**src/rtl/ps2_key_gen_if.sv**
```systemverilog
// PS/2 receiver bus: raw line inputs and decoded key/byte outputs.
interface ps2_key_gen_if;
    logic        ps2_clk;
    logic        ps2_dat;
    logic [10:0] ps2_key;
    logic        byte_vld;
    logic [7:0]  byte_out;
    logic        parity_err;

    modport master (
        output ps2_clk, ps2_dat,
        input  ps2_key, byte_vld, byte_out, parity_err
    );

    modport slave (
        input  ps2_clk, ps2_dat,
        output ps2_key, byte_vld, byte_out, parity_err
    );
endinterface

```
**src/rtl/ps2_key_gen.sv**
```systemverilog
// PS/2 keyboard receiver: synchronizes and filters the raw lines, frames
// 11-bit PS/2 words, and decodes scan-code sequences into key events.
module ps2_key_gen #(
    parameter logic [15:0] TIMEOUT = 16'd6000,
    parameter int          FILT    = 4
) (
    input  logic      clk,
    input  logic      rst,
    ps2_key_gen_if.slave ps2
);

    localparam int FCW = $clog2(FILT + 1);

    typedef enum logic [1:0] {IDLE, DATA, PARITY, STOP} state_t;

    logic           clk_s1_q, clk_s2_q, dat_s1_q, dat_s2_q;
    logic           filt_q, filt_d;
    logic [FCW-1:0] fcnt_q, fcnt_d;
    logic           bit_evt;

    state_t         state_q, state_d;
    logic [2:0]     bitcnt_q, bitcnt_d;
    logic [7:0]     shift_q, shift_d;
    logic           par_q, par_d;
    logic [15:0]    tmo_q, tmo_d;
    logic           byte_vld_q, byte_vld_d;
    logic [7:0]     byte_out_q, byte_out_d;
    logic           perr_q, perr_d;

    logic           ext_q, ext_d;
    logic           rel_q, rel_d;
    logic [2:0]     skip_q, skip_d;
    logic [10:0]    key_q, key_d;

    // Two-stage synchronizers; idle-high lines so reset to 1
    always_ff @(posedge clk) begin
        if (rst) begin
            clk_s1_q <= 1'b1;
            clk_s2_q <= 1'b1;
            dat_s1_q <= 1'b1;
            dat_s2_q <= 1'b1;
        end else begin
            clk_s1_q <= ps2.ps2_clk;
            clk_s2_q <= clk_s1_q;
            dat_s1_q <= ps2.ps2_dat;
            dat_s2_q <= dat_s1_q;
        end
    end

    // Clock filter: flip level after FILT consecutive differing samples; a falling flip is a bit event
    always_comb begin
        filt_d  = filt_q;
        fcnt_d  = '0;
        bit_evt = 1'b0;
        if (clk_s2_q != filt_q) begin
            if (fcnt_q == FCW'(FILT - 1)) begin
                filt_d  = clk_s2_q;
                bit_evt = filt_q;
            end else begin
                fcnt_d = fcnt_q + 1'b1;
            end
        end
    end

    // Filter state registers
    always_ff @(posedge clk) begin
        if (rst) begin
            filt_q <= 1'b1;
            fcnt_q <= '0;
        end else begin
            filt_q <= filt_d;
            fcnt_q <= fcnt_d;
        end
    end

    // Frame FSM next-state: start, 8 data bits LSB-first, odd parity, stop; silent abort on timeout
    always_comb begin
        state_d    = state_q;
        bitcnt_d   = bitcnt_q;
        shift_d    = shift_q;
        par_d      = par_q;
        tmo_d      = '0;
        byte_vld_d = 1'b0;
        byte_out_d = byte_out_q;
        perr_d     = 1'b0;

        if (state_q != IDLE && !bit_evt) begin
            tmo_d = tmo_q + 16'd1;
        end

        case (state_q)
            IDLE: begin
                if (bit_evt && !dat_s2_q) begin
                    state_d  = DATA;
                    bitcnt_d = 3'd0;
                end
            end
            DATA: begin
                if (bit_evt) begin
                    shift_d  = {dat_s2_q, shift_q[7:1]};
                    bitcnt_d = bitcnt_q + 3'd1;
                    if (bitcnt_q == 3'd7) begin
                        state_d = PARITY;
                    end
                end
            end
            PARITY: begin
                if (bit_evt) begin
                    par_d   = dat_s2_q;
                    state_d = STOP;
                end
            end
            STOP: begin
                if (bit_evt) begin
                    if (dat_s2_q && (^{shift_q, par_q})) begin
                        byte_vld_d = 1'b1;
                        byte_out_d = shift_q;
                    end else begin
                        perr_d = 1'b1;
                    end
                    state_d = IDLE;
                end
            end
            default: state_d = IDLE;
        endcase

        // Stalled partial frame: drop it without any pulse
        if (state_q != IDLE && !bit_evt && tmo_q == TIMEOUT - 16'd1) begin
            state_d = IDLE;
            tmo_d   = '0;
        end
    end

    // Frame FSM registers
    always_ff @(posedge clk) begin
        if (rst) begin
            state_q    <= IDLE;
            bitcnt_q   <= '0;
            shift_q    <= '0;
            par_q      <= 1'b0;
            tmo_q      <= '0;
            byte_vld_q <= 1'b0;
            byte_out_q <= '0;
            perr_q     <= 1'b0;
        end else begin
            state_q    <= state_d;
            bitcnt_q   <= bitcnt_d;
            shift_q    <= shift_d;
            par_q      <= par_d;
            tmo_q      <= tmo_d;
            byte_vld_q <= byte_vld_d;
            byte_out_q <= byte_out_d;
            perr_q     <= perr_d;
        end
    end

    // Decoder next-state: prefix tracking (E0/F0), E1 pause-sequence skipping, key word generation
    always_comb begin
        ext_d  = ext_q;
        rel_d  = rel_q;
        skip_d = skip_q;
        key_d  = key_q;
        if (perr_q) begin
            ext_d  = 1'b0;
            rel_d  = 1'b0;
            skip_d = '0;
        end else if (byte_vld_q) begin
            if (skip_q != 3'd0) begin
                skip_d = skip_q - 3'd1;
                ext_d  = 1'b0;
                rel_d  = 1'b0;
            end else begin
                case (byte_out_q)
                    8'hE1: begin
                        skip_d = 3'd7;
                        ext_d  = 1'b0;
                        rel_d  = 1'b0;
                    end
                    8'hE0: ext_d = 1'b1;
                    8'hF0: rel_d = 1'b1;
                    8'h00, 8'hAA, 8'hEE, 8'hFA, 8'hFE, 8'hFF: ;
                    default: begin
                        key_d = {~key_q[10], ~rel_q, ext_q, byte_out_q};
                        ext_d = 1'b0;
                        rel_d = 1'b0;
                    end
                endcase
            end
        end
    end

    // Decoder registers
    always_ff @(posedge clk) begin
        if (rst) begin
            ext_q  <= 1'b0;
            rel_q  <= 1'b0;
            skip_q <= '0;
            key_q  <= '0;
        end else begin
            ext_q  <= ext_d;
            rel_q  <= rel_d;
            skip_q <= skip_d;
            key_q  <= key_d;
        end
    end

    assign ps2.ps2_key    = key_q;
    assign ps2.byte_vld   = byte_vld_q;
    assign ps2.byte_out   = byte_out_q;
    assign ps2.parity_err = perr_q;

endmodule

```
**src/flat_wrapper.sv**
```systemverilog
// flat-port wrapper written by rule: the top's interface ports become plain ports
module ps2_key_gen_flat 
#(
    parameter logic [15:0] TIMEOUT = 16'd6000,
    parameter int          FILT    = 4
)
  (clk, rst, ps2_ps2_clk, ps2_ps2_dat, ps2_ps2_key, ps2_byte_vld, ps2_byte_out, ps2_parity_err);
  ps2_key_gen_if ps2_i ();
  input  logic clk;
  input  logic rst;
  input wire logic [$bits(ps2_i.ps2_clk)-1:0] ps2_ps2_clk;
  input wire logic [$bits(ps2_i.ps2_dat)-1:0] ps2_ps2_dat;
  output wire logic [$bits(ps2_i.ps2_key)-1:0] ps2_ps2_key;
  output wire logic [$bits(ps2_i.byte_vld)-1:0] ps2_byte_vld;
  output wire logic [$bits(ps2_i.byte_out)-1:0] ps2_byte_out;
  output wire logic [$bits(ps2_i.parity_err)-1:0] ps2_parity_err;
  assign ps2_i.ps2_clk = ps2_ps2_clk;
  assign ps2_i.ps2_dat = ps2_ps2_dat;
  assign ps2_ps2_key = ps2_i.ps2_key;
  assign ps2_byte_vld = ps2_i.byte_vld;
  assign ps2_byte_out = ps2_i.byte_out;
  assign ps2_parity_err = ps2_i.parity_err;
  ps2_key_gen #(.TIMEOUT(TIMEOUT), .FILT(FILT)) u_core (.clk(clk), .rst(rst), .ps2(ps2_i));
endmodule
```
**config.mk**
```make
export PLATFORM = sky130hd
export DESIGN_NAME = ps2_key_gen_flat
export DESIGN_NICKNAME = d
export VERILOG_FILES = /design/src/rtl/ps2_key_gen_if.sv /design/src/rtl/ps2_key_gen.sv /design/src/flat_wrapper.sv
export SDC_FILE = /design/constraint.sdc
export NUM_CORES = 1
export LEC_CHECK = 0
export ABC_CLOCK_PERIOD_IN_PS = 2000
export CAP_MARGIN = 0
export CORE_MARGIN = 5
export CORE_UTILIZATION = 30
export CTS_CLUSTER_SIZE = 12
export DETAILED_ROUTE_END_ITERATION = 6
export HOLD_SLACK_MARGIN = 0.08
export MAX_ROUTING_LAYER = met4
export PLACE_DENSITY = 0.5
export SLEW_MARGIN = 20
export SYNTH_ARGS = -nofsm -noshare
export SYNTH_HDL_FRONTEND = slang
export SYNTH_SLANG_ARGS = --single-unit
```
**constraint.sdc**
```tcl
create_clock -name clk -period 2 [get_ports clk]
set_input_delay 0.4 -clock clk [delete_from_list [all_inputs] [get_ports clk]]
set_output_delay 0.4 -clock clk [all_outputs]
set_load 0.01 [all_outputs]
```
==> flow_summary.ini, run 1 <==
[routing]
vias = 2470
wire_per_inst_um = 12.7
antenna_left = 0
routed_wl_mm = 6.47
via_per_inst = 4.84
first_pass_iters = 6
first_iter_violations = 133
drc = 0

[setup_path]
critPathKind = flip-flop to flip-flop
crit_path_cell_trace = ha_1, ha_1, and3b_2, or4_1, buf_4, a21oi_1
start_kind = flip-flop
endpoint_kind = flip-flop
worstPathRequired_ns = 2.26
worstPathMaxFanout = 16
cp_data_arrival_time_ns = 2.12
cp_slowest_cell = or4_1
max_stage_delay_ns = 0.47
crit_top_cell = ha_1

[logic_synthesis]
syn_area_per_cell_sq_um = 9.26
yosys-top-cells-area = dfxtp_1 (42%), ha_1 (4.5%), a21oi_1 (4.1%)
yosysSeqAreaShare_pct = 41.8
yosys.cell_types.count = 52
syn_nets = 346
synth_top_area_share_pct = 41.8
yosys_most_used_dff = dfxtp_1
synth_cells = 331
ys_ff_latch = 64
yosys.area.top_type = dfxtp_1
syn_area_sq_mm = 0.00307
async_flop_share_pct = 0
synth_warnings = 0
synth-edff-count = 0

[min_path]
hold_path.class = flip-flop to flip-flop

[sta]
fin_worst_skew_ns = 0.00887
hold_viol = 0
period_minus_slack_ns = 1.86
setup_tns_ns = 0
rsz0062_at_grt = no
fin_crit_sh_pct = 93.1
setup_viol = 0
tightest_slew_ns = 0.369
max_freq_mhz = 537
slew_viol_final = 0
slew_headroom_pct = 75.3

[cts]
cts_tree = yes
h-tree-depth = 3
cts_made_buffers = 9
clock-root-buffer = clkbuf_8
clk_path_buf_depth = 2
postCtsSetupBuffers = 0
clkLatencyLatePin_ns = 0.33
cts_sinks = 64
cts_resized = 0
cts.clk_slew.worst_paths_ns = 0.07
cts_hold_buf = 0

[global_route]
grt_pass1_wl_mm = 11.3
antenna_found_initial = 0
overflow = 0
grt_max_degree = 37
grt_pass1_vias = 2414
grtUsageTotal_pct = 11.3

[run_status]
status = completed

[pwr]
power_density_mw_per_mm2 = 632
leakage_nw = 1.31
ir_worst_vdd_mv = 0.343

[floorplanning]
die_x_um = 111
rows = 37
initial_utilization_pct = 30.2
io_pins = 25
chipHeight_um = 111
core_area_sq_mm = 0.0101
die_area_sq_mm = 0.0123

[placed_design]
dp_hpwl_mm = 4.75
dp.cells = 494
place_congestion = 0.737
numPortBuffers = 24

[layout]
final_common_cell = dfxtp_1
drive_above_1_share_pct = 12.8
seq_area_sq_mm = 0.00128
syn_to_final_growth_pct = 22.2
final_cells = 510
antenna_cells = 0
fillers = 1048
multi_input_area_sq_mm = 0.00167
layout.nets = 384
final_cell_mix = dfxtp_1 (64), nand2_1 (26), a21oi_1 (25)

[flow_run]
drv_cap = 0
[logic make-up after synthesis]
kind of cell / synth area share [%]
compound gates: 14.6
xor+xnor: 6.04
fa+ha+maj: 4.49
buf+inv: 3.84
flops: 41.8
mux: 4.00
simple gates: 25.2
[report_power, final]
group	total, W	internal, W	switching, W
clock network	0.000944	0.000481	0.000463
logic	0.000122	0.0000548	0.0000674
registers	0.00130	0.00129	0.0000133
total	0.00237	0.00182	0.000544
[path summary, 6_finish.rpt]
kind,startpoint,endpoint,slack [ns],cells past startpoint
max,u_core.fcnt_q[0],u_core.tmo_q[15],0.14,6
min,u_core.dat_s1_q,u_core.dat_s2_q,0.42,1
max reg2reg,u_core.fcnt_q[0],u_core.tmo_q[15],0.14,6
min reg2reg,u_core.dat_s1_q,u_core.dat_s2_q,0.42,1
[per-layer routing]
layer  global-route usage [%]  share of wire, %  vias up
met5                        -                 0        -
met4                     3.00              0.82        0
met3                     3.77               3.3        4
met2                     18.3                48       37
met1                     13.5                48     1160
li1                         -                 -     1269
[worst max-delay path: cells and delay by family, from the launching register on]
kind / cells / cell delay (ns)
and+or+nand+nor: 2 / 0.74
AOI/OAI and AO/OA: 1 / 0.12
DFF: 1 / 0.31
adders and majority gates: 2 / 0.41
buffers and inverters: 1 / 0.21
[cells in the mapped netlist, drive strengths merged, types with 2 or more instances]
cell type	number
a22oi	2
nand4b	2
clkbuf	10
nand2	26
a211oi	2
a21o	2
a21oi	26
nand3	9
inv	10
or4	6
xnor3	2
a311oi	2
ha	11
xor2	9
a31oi	2
xnor2	7
buf	8
o31ai	12
o311ai	2
dfxtp	64
or3	4
nor2b	5
or2	7
mux2i	11
o2111a	2
o21ai	2
or2b	2
nor2	24
and3	4
nor3	3
and4	4
and2	2
nand2b	17
nand4	17
[layout make-up]
type	count	share of cell area, %
multi-input cells	239	44.5
flip-flops and latches	64	34.2
repair buffers	45	11.3
well taps	136	4.54
clock buffers	13	3.97
inverters	10	1.00
clock inverters	3	0.467
[metrics by stage]
step                      hold WS (ns)  instance area (sq um)  setup slack, ns  util, %  total power [W]
final                            0.420                   3750            0.139     37.0          0.00237
after floorplan                  0.389                   3070           0.0521        -          0.00141
after CTS                        0.423                   3750            0.111     36.9          0.00242
after global routing             0.425                   3750          0.00227     37.0          0.00251
after detailed placement         0.401                   3580            0.134     35.3          0.00145
after global placement           0.399                   3580            0.154     35.3          0.00145
[sequential cells by signal (all words and copies together), names as in the netlist]
register               flops
u_core.state_q             2
u_core.ps2.parity_err      1
u_core.dat_s2_q            1
u_core.shift_q             8
u_core.bitcnt_q            3
u_core.dat_s1_q            1
u_core.skip_q              3
u_core.ps2.ps2_key        11
u_core.ps2.byte_out        8
u_core.par_q               1
u_core.clk_s2_q            1
u_core.filt_q              1
u_core.ext_q               1
u_core.rel_q               1
u_core.fcnt_q              3
u_core.tmo_q              16
u_core.ps2.byte_vld        1
u_core.clk_s1_q            1
Power figures use the tool's default switching activity.
==> run 2: changes to the inputs <==
--- a/config.mk
+++ b/config.mk
@@ -5,8 +5,9 @@
 export SDC_FILE = /design/constraint.sdc
 export NUM_CORES = 1
 export LEC_CHECK = 0
-export ABC_CLOCK_PERIOD_IN_PS = 2000
+export ABC_CLOCK_PERIOD_IN_PS = 1600
 export CAP_MARGIN = 0
+export CORE_ASPECT_RATIO = 1.5
 export CORE_MARGIN = 5
 export CORE_UTILIZATION = 30
 export CTS_CLUSTER_SIZE = 12
@@ -14,6 +15,7 @@
 export HOLD_SLACK_MARGIN = 0.08
 export MAX_ROUTING_LAYER = met4
 export PLACE_DENSITY = 0.5
+export SKIP_CTS_REPAIR_TIMING = 1
 export SLEW_MARGIN = 20
 export SYNTH_ARGS = -nofsm -noshare
 export SYNTH_HDL_FRONTEND = slang
==> constraint.sdc (replaced) <==
create_clock -name clk -period 1.6 [get_ports clk]
set_input_delay 0.32 -clock clk [delete_from_list [all_inputs] [get_ports clk]]
set_output_delay 0.32 -clock clk [all_outputs]
set_load 0.01 [all_outputs]
==> flow_summary.ini, run 2 (synthesis gave the netlist of run 1 again) <==
[setup_path]
worstPathMaxFanout = 4
cp_data_arrival_time_ns = 2.00
rr_worst_depth = 5
worstPathRequired_ns = 1.84
r2r_end = u_core.skip_q[2]
r2r_setup_slack_ns = -0.16
endpoint_kind = flip-flop
critPathKind = flip-flop to flip-flop
start_kind = flip-flop
cp_slowest_cell = or4b_4
crit_path_cell_trace = or4b_4, o41ai_4, buf_4, a31oi_2, a311oi_1
r2r_start = u_core.ps2.byte_out[2]
max_stage_delay_ns = 0.59

[layout]
layout.nets = 434
seq_area_sq_mm = 0.00130
fin_util_pct = 45.1
largest_reg_flops = 16
largest_register = u_core.tmo_q
final_cell_mix = buf_4 (62), dfxtp_1 (51), nand2_1 (25)
multi_input_area_sq_mm = 0.00192
fillers = 939
antenna_cells = 0
drive_above_1_share_pct = 36.6
final_common_cell = buf_4
design_area_sq_mm = 0.00454
final_cells = 541
syn_to_final_growth_pct = 48.1

[routing]
wl_met3_um = 224
vias = 2654
first_iter_violations = 103
dr_wl_met2_mm = 4.24
met1_length_mm = 2.96
antenna_left = 0
first_pass_iters = 4
routed_wl_mm = 7.54
via_per_inst = 4.91
routed.top_layer = met4
drc = 0
wire_per_inst_um = 13.9

[sta]
hold_viol = 0
fin_worst_skew_ns = 0.00470
period_minus_slack_ns = 1.76
tightest_slew_ns = 0.349
setup_viol = 42
slew_headroom_pct = 76.6
slew_viol_final = 0
hold_ws_ns = 0.406
setup_ws_ns = -0.157
fin_crit_sh_pct = 110
rsz0062_at_grt = yes
max_freq_mhz = 569

[pwr]
power_switching_w = 0.000856
p_int_w = 0.00288
pwr-share-clk_pct = 51.6
switching_share_pct = 22.9
pwr-share-seq_pct = 43.4
ir_worst_vdd_mv = 0.481
leakage_nw = 1.91
power_density_mw_per_mm2 = 824
combPwrFrac_pct = 5.0

[global_route]
grt_max_degree = 27
grt_pass1_vias = 2576
overflow = 0
grtUsageTotal_pct = 12.6
antenna_found_initial = 0
grt_pass1_wl_mm = 11.9

[floorplanning]
core_area_sq_mm = 0.0101
io_pins = 25
die_area_sq_mm = 0.0124
chipHeight_um = 134
die_x_um = 92.6
rows = 45
initial_utilization_pct = 30.4

[cts]
h-tree-depth = 3
clk_path_buf_depth = 2
clock-root-buffer = clkbuf_16
cts_made_buffers = 9
cts.clk_slew.worst_paths_ns = 0.06
clkLatencyLatePin_ns = 0.33
cts_tree = yes
cts_sinks = 64

[min_path]
holdCritStartpoint = u_core.clk_s1_q
hold_depth = 1
hold_path.class = flip-flop to flip-flop
whs_endpoint = u_core.clk_s2_q

[run_status]
failed_checks = setup timing
status = complete, but fails checks

[placed_design]
placed_area_sq_mm = 0.00395
place_congestion = 0.743
dp.cells = 519
numPortBuffers = 24
dp_hpwl_mm = 5.39

[flow_run]
drv_cap = 0
## run 2: cell type report
class,count,share of cell area [%]
multi-input combinational,241,42.2
sequential,64,28.7
timing repair buffer,93,18.4
clock buffer,11,5.81
tap,117,3.22
clock inverter,5,0.827
inverter,10,0.827
## run 2: worst max-delay path by stage
stage | from | end | slack, ns | depth (start not counted)
3_3_place_gp | u_core.shift_q[1] | u_core.ps2.byte_out[2] | -0.09 | 5
3_5_place_dp | u_core.ps2.byte_out[2] | u_core.skip_q[1] | -0.17 | 4
6_report | u_core.ps2.byte_out[2] | u_core.skip_q[2] | -0.16 | 5
5_1_grt | u_core.ps2.byte_out[2] | u_core.skip_q[2] | -0.29 | 5
4_1_cts | u_core.ps2.byte_out[0] | ps2_byte_out[0] | -0.25 | 2
2_1_floorplan | u_core.fcnt_q[0] | u_core.tmo_q[0] | -0.21 | 8
## run 2: metal layers
| layer | global-route usage, % | up-vias |
|---|---|---|
| met3 | 3.14 | 6 |
| met4 | 6.45 | 0 |
| met5 | - | - |
| met2 | 22.9 | 30 |
| li1 | - | 1373 |
| met1 | 12.2 | 1245 |
## run 2: power by group through the flow
stage	Clock (W)	Sequential, W	Combinational (W)
2_1_floorplan	0	0.00166	0.000120
3_3_place_gp	0	0.00166	0.000170
3_5_place_dp	0	0.00166	0.000175
4_1_cts	0.00199	0.00163	0.000175
5_1_grt	0.00206	0.00163	0.000207
6_report	0.00193	0.00162	0.000188
## run 2: through the flow
stage	total power, W	setup TNS (ns)	setup slack (ns)
floorplan	0.00178	-3.90	-0.211
global placement	0.00183	-2.44	-0.0874
detailed placement	0.00183	-3.79	-0.168
CTS	0.00379	-5.32	-0.245
global route	0.00389	-6.28	-0.285
finish	0.00374	-3.38	-0.157
## run 2: worst max-delay path, delay by kind of cell, from the launching register on
| family | cells | cell delay (ns) |
|---|---|---|
| AO/OA/AOI/OAI | 3 | 0.55 |
| buffers and inverters | 1 | 0.19 |
| flip-flops | 1 | 0.34 |
| AND/OR/NAND/NOR | 1 | 0.59 |
==> run 3: changes to the inputs <==
--- a/config.mk
+++ b/config.mk
@@ -20,3 +20,4 @@
 export SYNTH_ARGS = -nofsm -noshare
 export SYNTH_HDL_FRONTEND = slang
 export SYNTH_SLANG_ARGS = --single-unit
+export TNS_END_PERCENT = 20
==> flow_summary.ini, run 3 (synthesis gave the netlist of run 1 again) <==
[layout]
design_area_sq_mm = 0.00442
final_cells = 538
antenna_cells = 0
final_common_cell = buf_4
fillers = 1012
layout.nets = 433
syn_to_final_growth_pct = 44.2
drive_above_1_share_pct = 30.9
seq_area_sq_mm = 0.00129
largest_reg_flops = 16
multi_input_area_sq_mm = 0.00180
largest_register = u_core.tmo_q
final_cell_mix = buf_4 (64), dfxtp_1 (55), nand2_1 (25)

[sta]
setup_viol = 41
slew_headroom_pct = 74.9
tightest_slew_ns = 0.375
fin_worst_skew_ns = 0.00522
max_freq_mhz = 574
slew_viol_final = 0
fin_crit_sh_pct = 109
period_minus_slack_ns = 1.74
rsz0062_at_grt = yes
hold_viol = 0
setup_ws_ns = -0.143
setup_tns_ns = -3.26

[floorplanning]
initial_utilization_pct = 30.4
rows = 45
chipHeight_um = 134
die_x_um = 92.6
die_area_sq_mm = 0.0124
io_pins = 25
core_area_sq_mm = 0.0101

[setup_path]
critPathKind = flip-flop to flip-flop
cpLargestDelayFamily = simple AND/OR/NAND/NOR gates
endpoint_kind = flip-flop
cp_data_arrival_time_ns = 2.00
crit_path_cell_trace = ha_4, ha_4, and3b_2, or4_4, a21oi_1
worstPathMaxFanout = 16
critPathBufInv = 0
crit_top_cell = ha_4
max_stage_delay_ns = 0.64
cp_slowest_cell = or4_4
start_kind = flip-flop
worstPathRequired_ns = 1.86

[flow_run]
drv_cap = 0

[routing]
drc = 0
vias = 2645
antenna_left = 0
first_pass_iters = 6
routed_wl_mm = 7.13
first_iter_violations = 48
wire_per_inst_um = 13.2
via_per_inst = 4.92

[run_status]
status = complete, but fails checks
failed_checks = setup timing

[cts]
cts_sinks = 64
clk_path_buf_depth = 2
h-tree-depth = 3
cts_tree = yes
cts_made_buffers = 9
cts.clk_slew.worst_paths_ns = 0.05
clock-root-buffer = clkbuf_16
clkLatencyLatePin_ns = 0.33

[placed_design]
numPortBuffers = 24
place_congestion = 0.780
dp_hpwl_mm = 5.34
placed_area_sq_mm = 0.00395
dp.cells = 522

[global_route]
grt_util_met1_pct = 12.8
met3_usage_pct = 3.31
top_usage_layer = met2
grtUsageTotal_pct = 12.5
antenna_found_initial = 0
grtUsageMet2_pct = 22.1
overflow = 0
grt_max_degree = 18
grt_pass1_vias = 2686
grt_pass1_wl_mm = 12.1

[pwr]
leakage_nw = 1.88
power_density_mw_per_mm2 = 857
fin_total_pwr_w = 0.00379
ir_worst_vdd_mv = 0.551

[min_path]
hold_path.class = flip-flop to flip-flop
run 3: cell count changes in the layout (fill, tap and decap cells not counted), moves of 3 or more:
cell	delta
a21oi_2	-4
a21oi_1	+4
dfxtp_1	+4
or4_1	+3
or4_4	-4
run 3: worst paths after layout:
| path | start | to | slack, ns | cells past startpoint |
|---|---|---|---|---|
| setup / recovery | u_core.fcnt_q[0] | u_core.tmo_q[14] | -0.14 | 5 |
| hold / removal | u_core.dat_s1_q | u_core.dat_s2_q | 0.41 | 1 |
| setup reg to reg | u_core.fcnt_q[0] | u_core.tmo_q[14] | -0.14 | 5 |
| hold reg to reg | u_core.dat_s1_q | u_core.dat_s2_q | 0.41 | 1 |
run 3: cell type report:
class | instances | share of cell area [%]
sequential | 64 | 29.2
timing repair buffer | 94 | 19.2
inverter | 10 | 0.849
tap | 117 | 3.31
multi-input combinational | 239 | 40.8
clock buffer | 11 | 5.72
clock inverter | 3 | 0.962
run 3: per-stage QoR:
step	setup slack (ns)	hold WS, ns	util [%]
2_1_floorplan	-0.211	0.389	-
3_3_place_gp	-0.112	0.406	39.2
3_5_place_dp	-0.133	0.407	39.2
4_1_cts	-0.275	0.419	42.1
5_1_grt	-0.218	0.425	43.9
6_report	-0.143	0.410	43.9
run 3: routing by layer:
| layer | share of wire [%] | vias to the layer above |
|---|---|---|
| met5 | 0 | - |
| met4 | 1.8 | 0 |
| met3 | 3.3 | 12 |
| met2 | 54 | 36 |
| met1 | 41 | 1225 |
| li1 | - | 1372 |
run 3: power breakdown:
part	switching [W]	internal (W)	total (W)	leakage, nW
sequential	0.0000128	0.00161	0.00163	0.521
clock	0.000676	0.00127	0.00194	0.143
combinational	0.000107	0.000108	0.000216	1.22
